**src/rtl/muldiv_sched_if.sv**
```systemverilog
// Execute-stage handshake bundle for the mul/div scheduler.
// The _i/_o suffixes name each signal's direction as seen from the scheduler.
interface muldiv_sched_if #(
  parameter int XLEN = 32
) ();
  logic            req_valid_i;
  logic            req_ready_o;
  logic [2:0]      req_op_i;
  logic [XLEN-1:0] req_rs1_i;
  logic [XLEN-1:0] req_rs2_i;
  logic            flush_i;
  logic            resp_valid_o;
  logic            resp_ready_i;
  logic [XLEN-1:0] resp_data_o;
  logic            busy_o;

  modport master (
    output req_valid_i, req_op_i, req_rs1_i, req_rs2_i, flush_i, resp_ready_i,
    input  req_ready_o, resp_valid_o, resp_data_o, busy_o
  );

  modport slave (
    input  req_valid_i, req_op_i, req_rs1_i, req_rs2_i, flush_i, resp_ready_i,
    output req_ready_o, resp_valid_o, resp_data_o, busy_o
  );
endinterface

```
**src/rtl/muldiv_sched.sv**
```systemverilog
// Sequences RISC-V M-extension ops onto external fixed-latency multiplier and
// unsigned divider units, with divide special-case bypass and a one-entry result cache.
module muldiv_sched #(
  parameter int XLEN       = 32,
  parameter int MUL_CYCLES = 2,
  parameter int DIV_CYCLES = 33
) (
  input  logic              clk_i,
  input  logic              rst,
  muldiv_sched_if.slave     ex,
  output logic              mul_start_o,
  output logic [XLEN:0]     mul_op1_o,
  output logic [XLEN:0]     mul_op2_o,
  input  logic [2*XLEN+1:0] mul_z_i,
  output logic              div_start_o,
  output logic [XLEN-1:0]   div_dividend_o,
  output logic [XLEN-1:0]   div_divisor_o,
  input  logic [XLEN-1:0]   div_q_i,
  input  logic [XLEN-1:0]   div_r_i,
  output logic              unit_kill_o
);

  typedef enum logic [1:0] {S_IDLE, S_MUL, S_DIV, S_DONE} state_t;

  localparam int CNT_MAX = (DIV_CYCLES > MUL_CYCLES) ? DIV_CYCLES : MUL_CYCLES;
  localparam int CNT_W   = $clog2(CNT_MAX + 1);
  localparam logic [CNT_W-1:0] MUL_LAST = CNT_W'(MUL_CYCLES - 1);
  localparam logic [CNT_W-1:0] DIV_LAST = CNT_W'(DIV_CYCLES - 1);
  localparam logic [XLEN-1:0]  MIN_NEG  = {1'b1, {(XLEN-1){1'b0}}};

  state_t          state_q, state_d;
  logic [CNT_W-1:0] cnt_q;
  logic [2:0]      op_q;
  logic [XLEN-1:0] rs1_q, rs2_q, data_q;
  logic            cache_vld_q, cache_sgn_q;
  logic [XLEN-1:0] cache_a_q, cache_b_q, cache_quo_q, cache_rem_q;

  logic            accept, req_sgn, div_zero, div_ovf, cache_hit, bypass;
  logic [XLEN-1:0] bypass_data;
  logic            rs1_neg, rs2_neg, mul_done, div_done;
  logic [XLEN-1:0] quo_fix, rem_fix, mul_res, div_res;
  logic            unused_mul_msbs;

  assign unused_mul_msbs = ^mul_z_i[2*XLEN+1:2*XLEN];

  // Request decode: everything needed to choose a path in the accept cycle.
  always_comb begin
    accept    = ex.req_valid_i & (state_q == S_IDLE) & ~ex.flush_i;
    req_sgn   = ~ex.req_op_i[0];
    div_zero  = (ex.req_rs2_i == '0);
    div_ovf   = req_sgn & (ex.req_rs1_i == MIN_NEG) & (ex.req_rs2_i == '1);
    cache_hit = cache_vld_q & (ex.req_rs1_i == cache_a_q) & (ex.req_rs2_i == cache_b_q)
              & (req_sgn == cache_sgn_q);
    bypass    = ex.req_op_i[2] & (div_zero | div_ovf | cache_hit);
    if (div_zero)     bypass_data = ex.req_op_i[1] ? ex.req_rs1_i : '1;
    else if (div_ovf) bypass_data = ex.req_op_i[1] ? '0 : ex.req_rs1_i;
    else              bypass_data = ex.req_op_i[1] ? cache_rem_q : cache_quo_q;
  end

  // Operand conditioning and result correction from the latched request.
  always_comb begin
    rs1_neg        = ~op_q[0] & rs1_q[XLEN-1];
    rs2_neg        = ~op_q[0] & rs2_q[XLEN-1];
    mul_op1_o      = {~(op_q[1] & op_q[0]) & rs1_q[XLEN-1], rs1_q};
    mul_op2_o      = {~op_q[1] & rs2_q[XLEN-1], rs2_q};
    div_dividend_o = rs1_neg ? -rs1_q : rs1_q;
    div_divisor_o  = rs2_neg ? -rs2_q : rs2_q;
    quo_fix        = (rs1_neg ^ rs2_neg) ? -div_q_i : div_q_i;
    rem_fix        = rs1_neg ? -div_r_i : div_r_i;
    div_res        = op_q[1] ? rem_fix : quo_fix;
    mul_res        = (op_q[1:0] == 2'd0) ? mul_z_i[XLEN-1:0] : mul_z_i[2*XLEN-1:XLEN];
    mul_done       = (state_q == S_MUL) & (cnt_q == MUL_LAST) & ~ex.flush_i;
    div_done       = (state_q == S_DIV) & (cnt_q == DIV_LAST) & ~ex.flush_i;
  end

  // NOTE: sequential state is written with <= so every flop samples pre-edge values.
  always_ff @(posedge clk_i or negedge rst) begin
    if (!rst) state_q <= S_IDLE;
    else      state_q <= state_d;
  end

  always_comb begin
    // NOTE: defaulting state_d first keeps every path assigned, so no latch is inferred.
    state_d = state_q;
    unique case (state_q)
      S_IDLE: if (accept) state_d = !ex.req_op_i[2] ? S_MUL : (bypass ? S_DONE : S_DIV);
      S_MUL:  if (ex.flush_i) state_d = S_IDLE;
              else if (cnt_q == MUL_LAST) state_d = S_DONE;
      S_DIV:  if (ex.flush_i) state_d = S_IDLE;
              else if (cnt_q == DIV_LAST) state_d = S_DONE;
      S_DONE: if (ex.flush_i || ex.resp_ready_i) state_d = S_IDLE;
      default: state_d = S_IDLE;
    endcase
  end

  always_comb begin
    ex.req_ready_o  = (state_q == S_IDLE) & ~ex.flush_i;
    ex.busy_o       = (state_q != S_IDLE);
    ex.resp_valid_o = (state_q == S_DONE);
    mul_start_o     = (state_q == S_MUL) & (cnt_q == '0);
    div_start_o     = (state_q == S_DIV) & (cnt_q == '0);
    unit_kill_o     = ex.flush_i & ((state_q == S_MUL) | (state_q == S_DIV));
  end

  assign ex.resp_data_o = data_q;

  always_ff @(posedge clk_i or negedge rst) begin
    if (!rst) begin
      cnt_q       <= '0;
      op_q        <= '0;
      rs1_q       <= '0;
      rs2_q       <= '0;
      data_q      <= '0;
      cache_vld_q <= 1'b0;
    end else begin
      if (accept) begin
        cnt_q <= '0;
        op_q  <= ex.req_op_i;
        rs1_q <= ex.req_rs1_i;
        rs2_q <= ex.req_rs2_i;
        if (bypass) data_q <= bypass_data;
      end else if ((state_q == S_MUL) || (state_q == S_DIV)) begin
        cnt_q <= cnt_q + 1'b1;
      end
      if (mul_done) data_q <= mul_res;
      if (div_done) begin
        data_q      <= div_res;
        cache_vld_q <= 1'b1;
      end
    end
  end

  // NOTE: the cache payload has no reset; cache_vld_q alone qualifies it.
  always_ff @(posedge clk_i) begin
    if (div_done) begin
      cache_a_q   <= rs1_q;
      cache_b_q   <= rs2_q;
      cache_sgn_q <= ~op_q[0];
      cache_quo_q <= quo_fix;
      cache_rem_q <= rem_fix;
    end
  end

endmodule

```
**src/flat_wrapper.sv**
```systemverilog
// flat-port wrapper written by rule: the top's interface ports become plain ports
module muldiv_sched_flat 
#(
  parameter int XLEN       = 32,
  parameter int MUL_CYCLES = 2,
  parameter int DIV_CYCLES = 33
)
  (clk_i, rst, mul_start_o, mul_op1_o, mul_op2_o, mul_z_i, div_start_o, div_dividend_o, div_divisor_o, div_q_i, div_r_i, unit_kill_o, ex_req_valid_i, ex_req_op_i, ex_req_rs1_i, ex_req_rs2_i, ex_flush_i, ex_resp_ready_i, ex_req_ready_o, ex_resp_valid_o, ex_resp_data_o, ex_busy_o);
  muldiv_sched_if #(.XLEN(XLEN)) ex_i ();
  input  logic clk_i;
  input  logic rst;
  output logic mul_start_o;
  output logic [XLEN:0] mul_op1_o;
  output logic [XLEN:0] mul_op2_o;
  input  logic [2*XLEN+1:0] mul_z_i;
  output logic div_start_o;
  output logic [XLEN-1:0] div_dividend_o;
  output logic [XLEN-1:0] div_divisor_o;
  input  logic [XLEN-1:0] div_q_i;
  input  logic [XLEN-1:0] div_r_i;
  output logic unit_kill_o;
  input wire logic [$bits(ex_i.req_valid_i)-1:0] ex_req_valid_i;
  input wire logic [$bits(ex_i.req_op_i)-1:0] ex_req_op_i;
  input wire logic [$bits(ex_i.req_rs1_i)-1:0] ex_req_rs1_i;
  input wire logic [$bits(ex_i.req_rs2_i)-1:0] ex_req_rs2_i;
  input wire logic [$bits(ex_i.flush_i)-1:0] ex_flush_i;
  input wire logic [$bits(ex_i.resp_ready_i)-1:0] ex_resp_ready_i;
  output wire logic [$bits(ex_i.req_ready_o)-1:0] ex_req_ready_o;
  output wire logic [$bits(ex_i.resp_valid_o)-1:0] ex_resp_valid_o;
  output wire logic [$bits(ex_i.resp_data_o)-1:0] ex_resp_data_o;
  output wire logic [$bits(ex_i.busy_o)-1:0] ex_busy_o;
  assign ex_i.req_valid_i = ex_req_valid_i;
  assign ex_i.req_op_i = ex_req_op_i;
  assign ex_i.req_rs1_i = ex_req_rs1_i;
  assign ex_i.req_rs2_i = ex_req_rs2_i;
  assign ex_i.flush_i = ex_flush_i;
  assign ex_i.resp_ready_i = ex_resp_ready_i;
  assign ex_req_ready_o = ex_i.req_ready_o;
  assign ex_resp_valid_o = ex_i.resp_valid_o;
  assign ex_resp_data_o = ex_i.resp_data_o;
  assign ex_busy_o = ex_i.busy_o;
  muldiv_sched #(.XLEN(XLEN), .MUL_CYCLES(MUL_CYCLES), .DIV_CYCLES(DIV_CYCLES)) u_core (.clk_i(clk_i), .rst(rst), .ex(ex_i), .mul_start_o(mul_start_o), .mul_op1_o(mul_op1_o), .mul_op2_o(mul_op2_o), .mul_z_i(mul_z_i), .div_start_o(div_start_o), .div_dividend_o(div_dividend_o), .div_divisor_o(div_divisor_o), .div_q_i(div_q_i), .div_r_i(div_r_i), .unit_kill_o(unit_kill_o));
endmodule
```
**config.mk**
```make
export PLATFORM = sky130hd
export DESIGN_NAME = muldiv_sched_flat
export DESIGN_NICKNAME = d
export VERILOG_FILES = /design/src/rtl/muldiv_sched_if.sv /design/src/rtl/muldiv_sched.sv /design/src/flat_wrapper.sv
export SDC_FILE = /design/constraint.sdc
export NUM_CORES = 1
export LEC_CHECK = 0
export ABC_AREA = 0
export CAP_MARGIN = 5
export CORE_UTILIZATION = 45
export CTS_CLUSTER_DIAMETER = 60
export DETAILED_ROUTE_END_ITERATION = 7
export HOLD_SLACK_MARGIN = 0.05
export PLACE_DENSITY = 0.89
export SLEW_MARGIN = 0
export SYNTH_ARGS = -nofsm -noshare
export SYNTH_HDL_FRONTEND = slang
export SYNTH_SLANG_ARGS = --single-unit
```
**constraint.sdc**
```tcl
create_clock -name clk_i -period 3.7 [get_ports clk_i]
set_input_delay 0.74 -clock clk_i [delete_from_list [all_inputs] [get_ports clk_i]]
set_output_delay 0.74 -clock clk_i [all_outputs]
set_load 0.03 [all_outputs]
```
## Word-level counts from Yosys, hierarchy flattened

Index checks and enable logic that the tools add are counted.

| word-level totals | value |
|---|---|
| register bits after elaboration | 236 |

| operators by class | value |
|---|---|
| $add $sub $neg | 5 |
| equal/unequal tests | 14 |
| multiplexer cells | 26 |
| bitwise logic cells | 30 |
| reduce and logical (&&, ||, !) cells | 12 |

Operator list:

| operator | number |
|---|---|
| $mux W32 | 15 |
| $neg A32 Y32 | 4 |
| $eq A32 B32 Y1 | 2 |
| $eq A32 B32 Y1 const B | 2 |
| $logic_not A32 Y1 | 1 |
| $and A1 B1 Y1 | 21 |
| $mux W2 | 7 |
| $mux W6 | 2 |
| $pmux W2 S4 | 1 |
| $add A6 B1 Y6 const B | 1 |
| $eq A6 B1 Y1 const B | 1 |
| $eq A6 B6 Y1 const B | 1 |
| $logic_not A6 Y1 | 1 |
| $ne A3 B3 Y1 const B | 2 |
| $reduce_bool A3 Y1 | 2 |
| $not A1 Y1 | 5 |
| $eq A2 B2 Y1 const B | 2 |
| $logic_not A2 Y1 | 2 |
| $ne A2 B1 Y1 const B | 2 |
| $reduce_and A4 Y1 | 1 |
| $reduce_bool A2 Y1 | 2 |
| $or A1 B1 Y1 | 3 |
| $eq A2 B1 Y1 const B | 1 |
| $logic_or A1 B1 Y1 | 2 |
| other kinds (4) | 4 |

## Logic depth before layout (Yosys ltp)

Gate-level depths: netlist of run 1.

| depth | value |
|---|---|
| word-level depth | 10 |
| depth in mapped cells | 11 |
| depth with buffers taken out | 9 |

## Least setup slack after synthesis of run 1

No wires, ideal clock.

| timing | value |
|---|---|
| kind | flip-flop to flip-flop |
| start | register u_core.cnt_q[0] |
| end | register u_core.data_q[29] (netlist: u_core.ex.resp_data_o[29]) |
| setup time | 0.083 ns |
| arrival time | 3.656 ns |
| required time | 3.617 ns |
| path slack | -0.039 ns |
| cell stages (with the launch flop) | 11 |
| path buffers | 3 |
| clock period less this slack | 3.739 ns |
| cells stage by stage | dfrtp_1 > inv_1 > ha_1 > nand4b_1 > or3b_2 > buf_2 > clkinv_1 > buf_2 > buf_2 > nand3_1 > a31oi_1 |

| on the way | value |
|---|---|
| cells in the longest elaborated chain, start to end | 5 |
| elaborated cells between the ends (all ways) | 11 |
| classes of those cells | 2 x eq/ne; 2 x mux; 4 x bitwise; 3 x reduce/logical |

RTL lines:

| item | RTL line | source |
|---|---|---|
| start: declaration | muldiv_sched.sv:32 | `logic [CNT_W-1:0] cnt_q;` |
| start signal: assignment | muldiv_sched.sv:123 | `cnt_q <= cnt_q + 1'b1;` |
| $eq A6 B6 Y1 * | muldiv_sched.sv:73 | `div_done = (state_q == S_DIV) & (cnt_q == DIV_LAST) & ~ex.flush_i;` |
| $and A1 B1 Y1 * (2 in a row) | muldiv_sched.sv:73 |  |
| named net u_core.div_done | muldiv_sched.sv:40 | `logic rs1_neg, rs2_neg, mul_done, div_done;` |
| $reduce_bool A3 Y1 (no line) | - |  |
| $reduce_and A2 Y1 (no line) | - |  |
| end signal: assignment | muldiv_sched.sv:121 | `if (bypass) data_q <= bypass_data;` |
| end signal: assignment | muldiv_sched.sv:125 | `if (mul_done) data_q <= mul_res;` |
| end signal: assignment | muldiv_sched.sv:127 | `data_q <= div_res;` |
| end: declaration | muldiv_sched.sv:34 | `logic [XLEN-1:0] rs1_q, rs2_q, data_q;` |

The timed path passes the listed nets; every way through them passes the cells marked *.
A chain may end at the register's enable or synchronous reset.

## Worst setup path after layout of run 1

| timing | value |
|---|---|
| start | register u_core.rs1_q[10] |
| end | output div_dividend_o[25] |

| on the way | value |
|---|---|
| cells in the longest elaborated chain, start to end | 2 |

RTL lines:

| item | RTL line | source |
|---|---|---|
| start: declaration | muldiv_sched.sv:34 |  |
| start signal: assignment | muldiv_sched.sv:119 | `rs1_q <= ex.req_rs1_i;` |
| $neg A32 Y32 | muldiv_sched.sv:66 | `div_dividend_o = rs1_neg ? -rs1_q : rs1_q;` |
| $mux W32 | muldiv_sched.sv:66 |  |
| end: declaration | flat_wrapper.sv:17 | `output logic [XLEN-1:0] div_dividend_o;` |

No other way between the ends.

==> metrics.cfg, run 1 <==
[outcome]
status=finished, final reports clean

[yosys]
synthFlopType=edfxtp_1
syn_nets=1634
ys_seq_elements=236
synth-xor-area-share=0.106
netlist_top_cells_area=edfxtp_1 28%, dfrtp_1 19%, nand2_1 7.0%, xnor2_1 6.4%, xor2_1 4.3%
synthMuxAreaShare=0.0619
synth-edff-count=129
netlist.area_leader.share=0.277
yosys.area_share.simple=0.192
netlist_area_um2=14000
synth_top_family_by_area=simple AND/OR/NAND/NOR gates
yosysWarnings=0
ys_types=80
syn_avg_cell_area_um2=9.85
yosys.area_share.adder=0.0107
synth_cells=1420
yosysTopAreaCell=edfxtp_1
synth_compound_gate_area_share=0.122
synthArstFlopShare=0.453
yosysSeqAreaShare=0.469

[global_route]
gr-total-overflow=0
grt_pass1_vias=13100
grt_usage=0.335
grt_max_degree=82
grt_pass1_wl_um=79100
grt_antenna_before_repair=1

[clock_tree]
cts_inserted_buffers=25
htree_levels=1
clk_pin_slew_worst_paths_ns=0.06
cts_buffer_depth=3
cts_root_buf=clkbuf_16
cts.sinks=236
clk_latency_ns=0.52
cts_tree=yes

[sta]
rsz0062_at_grt=true
min_period_ns=3.69
fmax_ghz=0.271
drv_slew=0
max_slew_margin=0.254
setup_tns_ns=0
finalSetupViolations=0
clock-skew-final_ns=0.0103
hold_violations=0
period_share=0.997
worstMarginPinSlew_ns=1.12
whs_ns=0.448

[job]
drv_cap=0

[layout]
fin_area_um2=20100
finalNetCount=2077
final_cells=2278
drive_gt1_frac=0.139
multiInputGateArea_um2=7160
seq_area_um2=6560
syn_to_final_growth_pct=44.0
fillerInstances=2337
final_util=0.658

[die]
core_area_um2=30600
row_count=64
io_pins=370
die_w_um=178
initial_core_util=0.457
die_h_um=178
die_area_um2=31800

[critical_path]
cp-start-kind=flop
crit_required_ns=2.96
path_cells=or4_4, nor4_4, nand3b_1, buf_6, nor3b_4, buf_12, buf_6, a21oi_4, xor2_2, clkbuf_16
worstPathArrival_ns=2.95
path_class=flop to output port
r2r_cells=7
timing.critical_path.mode_cell=buf_6
cp_num_cells=10
end_kind=output port
crit_family=simple AND/OR/NAND/NOR gates
max_stage_delay_ns=0.57
path_max_fanout=7
cpMaxStageDelayCell=or4_4
critical_path_buf_inv_count=4

[place]
io_buffers=367
gp_congestion=0.971
placed_cell_area_um2=18900
dp.cells=2218
hpwlAfterDp_um=41000

[power]
power_leakage_nw=8.13
vdd_drop_max_mv=0.374
powerDensity_nw_per_um2=855

[routing]
vias_per_cell=5.89
drtAntennaViolNets=0
vias=13400
drtIter0Drc=1279
routedWlPerCell_um=23.7
drt_wl_total_um=54000
drc=0
dr.pass1.iters=6

[hold_path]
worstHoldPathType=input port to async pin

kinds of logic (layout without fill, tap and decap cells):
logic type | count (synthesis) | in the layout
flip-flops | 236 | 236
adder cells (fa/ha/maj) | 12 | 12
XOR/XNOR | 170 | 170
AO/OA/AOI/OAI | 245 | 245
other | 0 | 1
buffers and inverters | 133 | 594
multiplexers | 79 | 79
AND/OR/NAND/NOR | 545 | 545
sequential cells by signal, indices dropped and copies added, names as in the netlist, 6 cells and up:
register and flops:
u_core.rs2_q 32, u_core.ex.resp_data_o 32, u_core.cache_b_q 32, u_core.cnt_q 6, u_core.rs1_q 32, u_core.cache_quo_q 32
u_core.cache_rem_q 32, u_core.cache_a_q 32
worst paths after layout:
path | startpoint | end | slack [ns]
max | u_core.rs1_q[10] | div_dividend_o[25] | 0.01
min | rst | u_core.rs2_q[17] | 0.45
max reg2reg | u_core.cnt_q[2] | u_core.ex.resp_data_o[1] | 0.98
min reg2reg | u_core.ex.resp_data_o[12] | u_core.ex.resp_data_o[12] | 0.50
max in group asynchronous | rst | u_core.ex.resp_data_o[12] | 2.37
min in group clk_i | u_core.ex.resp_data_o[12] | u_core.ex.resp_data_o[12] | 0.50
cell type report:
class / instances / share of cell area
antenna: 1 / 0.000124
clock buffer: 27 / 0.0330
clock inverter: 18 / 0.0111
inverter: 67 / 0.0127
multi-input combinational: 1051 / 0.355
sequential: 236 / 0.326
tap: 396 / 0.0246
timing repair buffer: 482 / 0.238
worst register-to-register path: stages, from the launching register on:
cell and delay [ns]:
dfrtp_1 0.44, nor4_1 0.43, nand4b_1 0.61, nand2_1 0.39, a21o_4 0.19, buf_4 0.18
buf_4 0.15, mux2i_1 0.24
cells in the final DEF, fill, tap and decap left out, drive strengths merged, types with 5 or more instances in the layout:
cell type / synthesis / final
a211oi: 7 / 7
a21oi: 50 / 50
a31oi: 36 / 36
and2: 6 / 6
and3: 6 / 6
buf: 22 / 135
bufinv: 0 / 5
clkbuf: 44 / 30
clkdlybuf4s50: 0 / 331
clkinv: 2 / 11
dfrtp: 107 / 107
dlygate4sd2: 0 / 7
edfxtp: 129 / 129
ha: 12 / 12
inv: 65 / 67
mux2: 21 / 21
mux2i: 58 / 58
nand2: 259 / 259
nand2b: 13 / 13
nand3: 13 / 13
nand4: 25 / 25
nand4b: 6 / 6
nor2: 70 / 70
nor2b: 51 / 51
nor3: 22 / 22
nor3b: 6 / 6
nor4: 38 / 38
o21ai: 45 / 45
o221ai: 31 / 31
o22ai: 11 / 11
o2bb2ai: 12 / 12
o31ai: 12 / 12
o41ai: 8 / 8
or3: 9 / 9
or4: 7 / 7
xnor2: 102 / 102
xor2: 68 / 68
power by group:
part	internal [mW]	switching (mW)
Sequential	3.58	0.793
Combinational	4.20	5.94
Clock	1.65	1.07
cells in the mapped netlist (all sizes together) (3+ instances only):
cell type and number:
edfxtp 129, o21ai 45, mux2 21, and2 6
o2bb2ai 12, nor4 38, xnor2 102, or4 7
dfrtp 107, buf 22, nor2 70, nand4b 6
o31ai 12, mux2i 58, o21a 3, nand2b 13
and3 6, nand3 13, nor3b 6, or3 9
a32oi 4, xor2 68, a211oi 7, nor2b 51
a21oi 50, inv 65, o221ai 31, nand2 259
o41ai 8, ha 12, a2111o 3, or2 4
nor3 22, clkbuf 44, a31oi 36, nand4 25
o22ai 11
stage by stage:
step	setup WS [ns]	power (mW)
5_1_grt	-0.149	17.9
4_1_cts	-0.111	17.0
6_report	0.0116	17.2
3_3_place_gp	0.126	13.9
2_1_floorplan	0.353	9.57
3_5_place_dp	0.109	14.2
routing by layer:
layer	up-vias	GRT usage	routed length (µm)
met2	826	0.575	26200
met4	0	0.129	2090
met5	-	0	0
met3	128	0.0558	5060
met1	6523	0.420	20700
li1	5951	-	-
timing repair:
action                     in CTS  in global routing
gates resized for setup        41                 42
setup endpoints to repair      38                 30
hold buffers                    0                  0
buffers inserted                7                  7
pin swaps                       9                 16
No activity file was read; power rests on OpenSTA's default activity.
==> inputs of run 2 (changes only) <==
CORE_UTILIZATION = 35   (was 45)
PLACE_DENSITY = 0.74   (was 0.89)
==> metrics.cfg, run 2 (synthesized netlist as in run 1, its figures left out) <==
[sta]
setup_tns_ns=-0.174  ; -0.174 ns
rsz0062_at_grt=true
finalSetupViolations=5  ; +5
max_slew_margin=0.505  ; +0.251
hold_violations=0  ; unchanged
layout_setup_ws_ns=-0.0596  ; -0.0712 ns
worstMarginPinSlew_ns=0.743  ; -0.376 ns
drv_slew=0  ; unchanged
fmax_ghz=0.266  ; -1.9%
min_period_ns=3.76  ; +0.0712 ns
clock-skew-final_ns=0.0160  ; +0.00572 ns
period_share=1.02  ; +0.0192

[place]
pre_cts_ws_ns=-0.117  ; -0.226 ns
dp.cells=2351  ; +6.0%
hpwlAfterDp_um=43000  ; +4.8%
gp_congestion=0.923  ; -5.0%
io_buffers=367  ; unchanged

[job]
drv_cap=0  ; unchanged

[layout]
final_util=0.526  ; -0.133
finalNetCount=2092  ; +0.72%
syn_to_final_growth_pct=46.6
n_antenna_cell=0  ; -1
final_cells=2417  ; +6.1%
drive_gt1_frac=0.153  ; +0.0134
mostFrequentLayoutCells=327 x clkdlybuf4s50_1, 257 x nand2_1, 129 x edfxtp_1
layout_commonest_cell=clkdlybuf4s50_1

[die]
die_w_um=202  ; +13%
io_pins=370  ; unchanged
row_count=72  ; +13%
core_area_um2=39000  ; +28%
die_area_um2=40700  ; +28%
die_h_um=202  ; +13%
initial_core_util=0.358  ; -0.0986

[power]
p_switching_mw=7.80  ; about the same
internal_power_mw=9.44  ; +0.16%
netSwitchingFraction=0.452  ; -0.000540
p_comb_frac=0.590  ; about the same
powerDensity_nw_per_um2=841  ; -1.7%
clockPowerShare=0.155  ; -0.003
power_leakage_nw=8.29  ; +2.0%
vdd_drop_max_mv=0.387  ; +3.4%
power_mw=17.2  ; about the same
seqPwrFrac=0.255  ; about the same

[clock_tree]
cts_root_buf=clkbuf_16
cts_buffer_depth=3  ; unchanged
clk_latency_ns=0.54  ; +0.02 ns
cts_tree=yes
cts_inserted_buffers=27  ; +8.0%
cts.sinks=236  ; unchanged
clk_pin_slew_worst_paths_ns=0.07  ; about the same
htree_levels=1  ; unchanged

[critical_path]
path_cells=or4_4, nor4_4, buf_4, nor4b_4, nand2_2, nor2_4, buf_6, a21oi_2, nor2b_1, buf_4
cp-start-kind=flop
end_kind=output port
crit_required_ns=2.96  ; about the same
timing.critical_path.mode_cell=buf_4
r2r_cells=9  ; +2
worstPathArrival_ns=3.02  ; +0.07 ns
path_max_fanout=6  ; -1
path_class=flop to output port
max_stage_delay_ns=0.47  ; -0.10 ns
cpMaxStageDelayCell=dfrtp_1

[routing]
vias=13200  ; -2.0%
dr.pass1.iters=5  ; -1
drtAntennaViolNets=0  ; unchanged
drc=0  ; unchanged
drtIter0Drc=782  ; -39%
vias_per_cell=5.44  ; -7.7%
routedWlPerCell_um=23.0  ; -3.2%
drt_wl_total_um=55500  ; +2.7%

[global_route]
grt_antenna_before_repair=1  ; unchanged
grt_pass1_wl_um=81500  ; +3.0%
grt_max_degree=66  ; -20%
gr-total-overflow=0  ; unchanged
grt_usage=0.263  ; -0.0720
grt_pass1_vias=13000  ; -0.70%

[outcome]
violations=setup timing
status=finished with violations

[hold_path]
worstHoldPathType=input port to async pin

==> run 2: area by class of cell <==
class	count	area, µm²
fill	3473	18500
clock inverter	15	135
inverter	67	256
sequential	236	6550
clock buffer	35	746
multi-input combinational	1051	7220
tap	518	648
timing repair buffer	495	4940
==> run 2: layer usage <==
layer  part of all wire  global-route usage
met5                  0                   0
met2               0.48               0.445
met4              0.030              0.0820
met3              0.075              0.0381
met1               0.41               0.345
==> run 2: worst paths after layout <==
kind                                             end                      start  slack (ns)
max                                div_divisor_o[31]           u_core.rs2_q[14]       -0.06
min                                 u_core.rs2_q[14]                        rst        0.25
max reg2reg                u_core.ex.resp_data_o[28]           u_core.rs2_q[31]        1.01
min reg2reg                u_core.ex.resp_data_o[13]  u_core.ex.resp_data_o[13]        0.49
max in group asynchronous  u_core.ex.resp_data_o[13]                        rst        2.61
min in group clk_i         u_core.ex.resp_data_o[13]  u_core.ex.resp_data_o[13]        0.49
==> run 2: worst max-delay path: cells and delay by family (launching register included) <==
| kind | cells | cell delay [ns] |
|---|---|---|
| simple gates | 6 | 1.46 |
| buf+inv | 3 | 0.50 |
| flops | 1 | 0.47 |
| compound gates | 1 | 0.04 |
==> run 2: power by group through the flow <==
stage               Sequential (mW)  Combinational [mW]  Clock (mW)
floorplan                      5.16                4.41           0
global placement               4.33                9.75           0
detailed placement             4.37                9.87           0
CTS                            4.36                9.97        2.69
global route                   4.47                10.7        2.80
finish                         4.40                10.2        2.66
==> run 2: stage by stage <==
stage               cell area [µm²]  hold WS (ns)
finish                        20500         0.249
global route                  20500         0.291
CTS                           20200         0.270
detailed placement            19100         0.478
global placement              19100         0.478
floorplan                     14000         0.434
==> run 2: timing repair <==
| item | in CTS | in global routing |
|---|---|---|
| setup endpoints to repair | 33 | 34 |
| gates resized for setup | 35 | 68 |
| gates cloned | 0 | 0 |
| hold buffers | 0 | 0 |
| pin swaps | 6 | 16 |
| setup buffers | 5 | 11 |
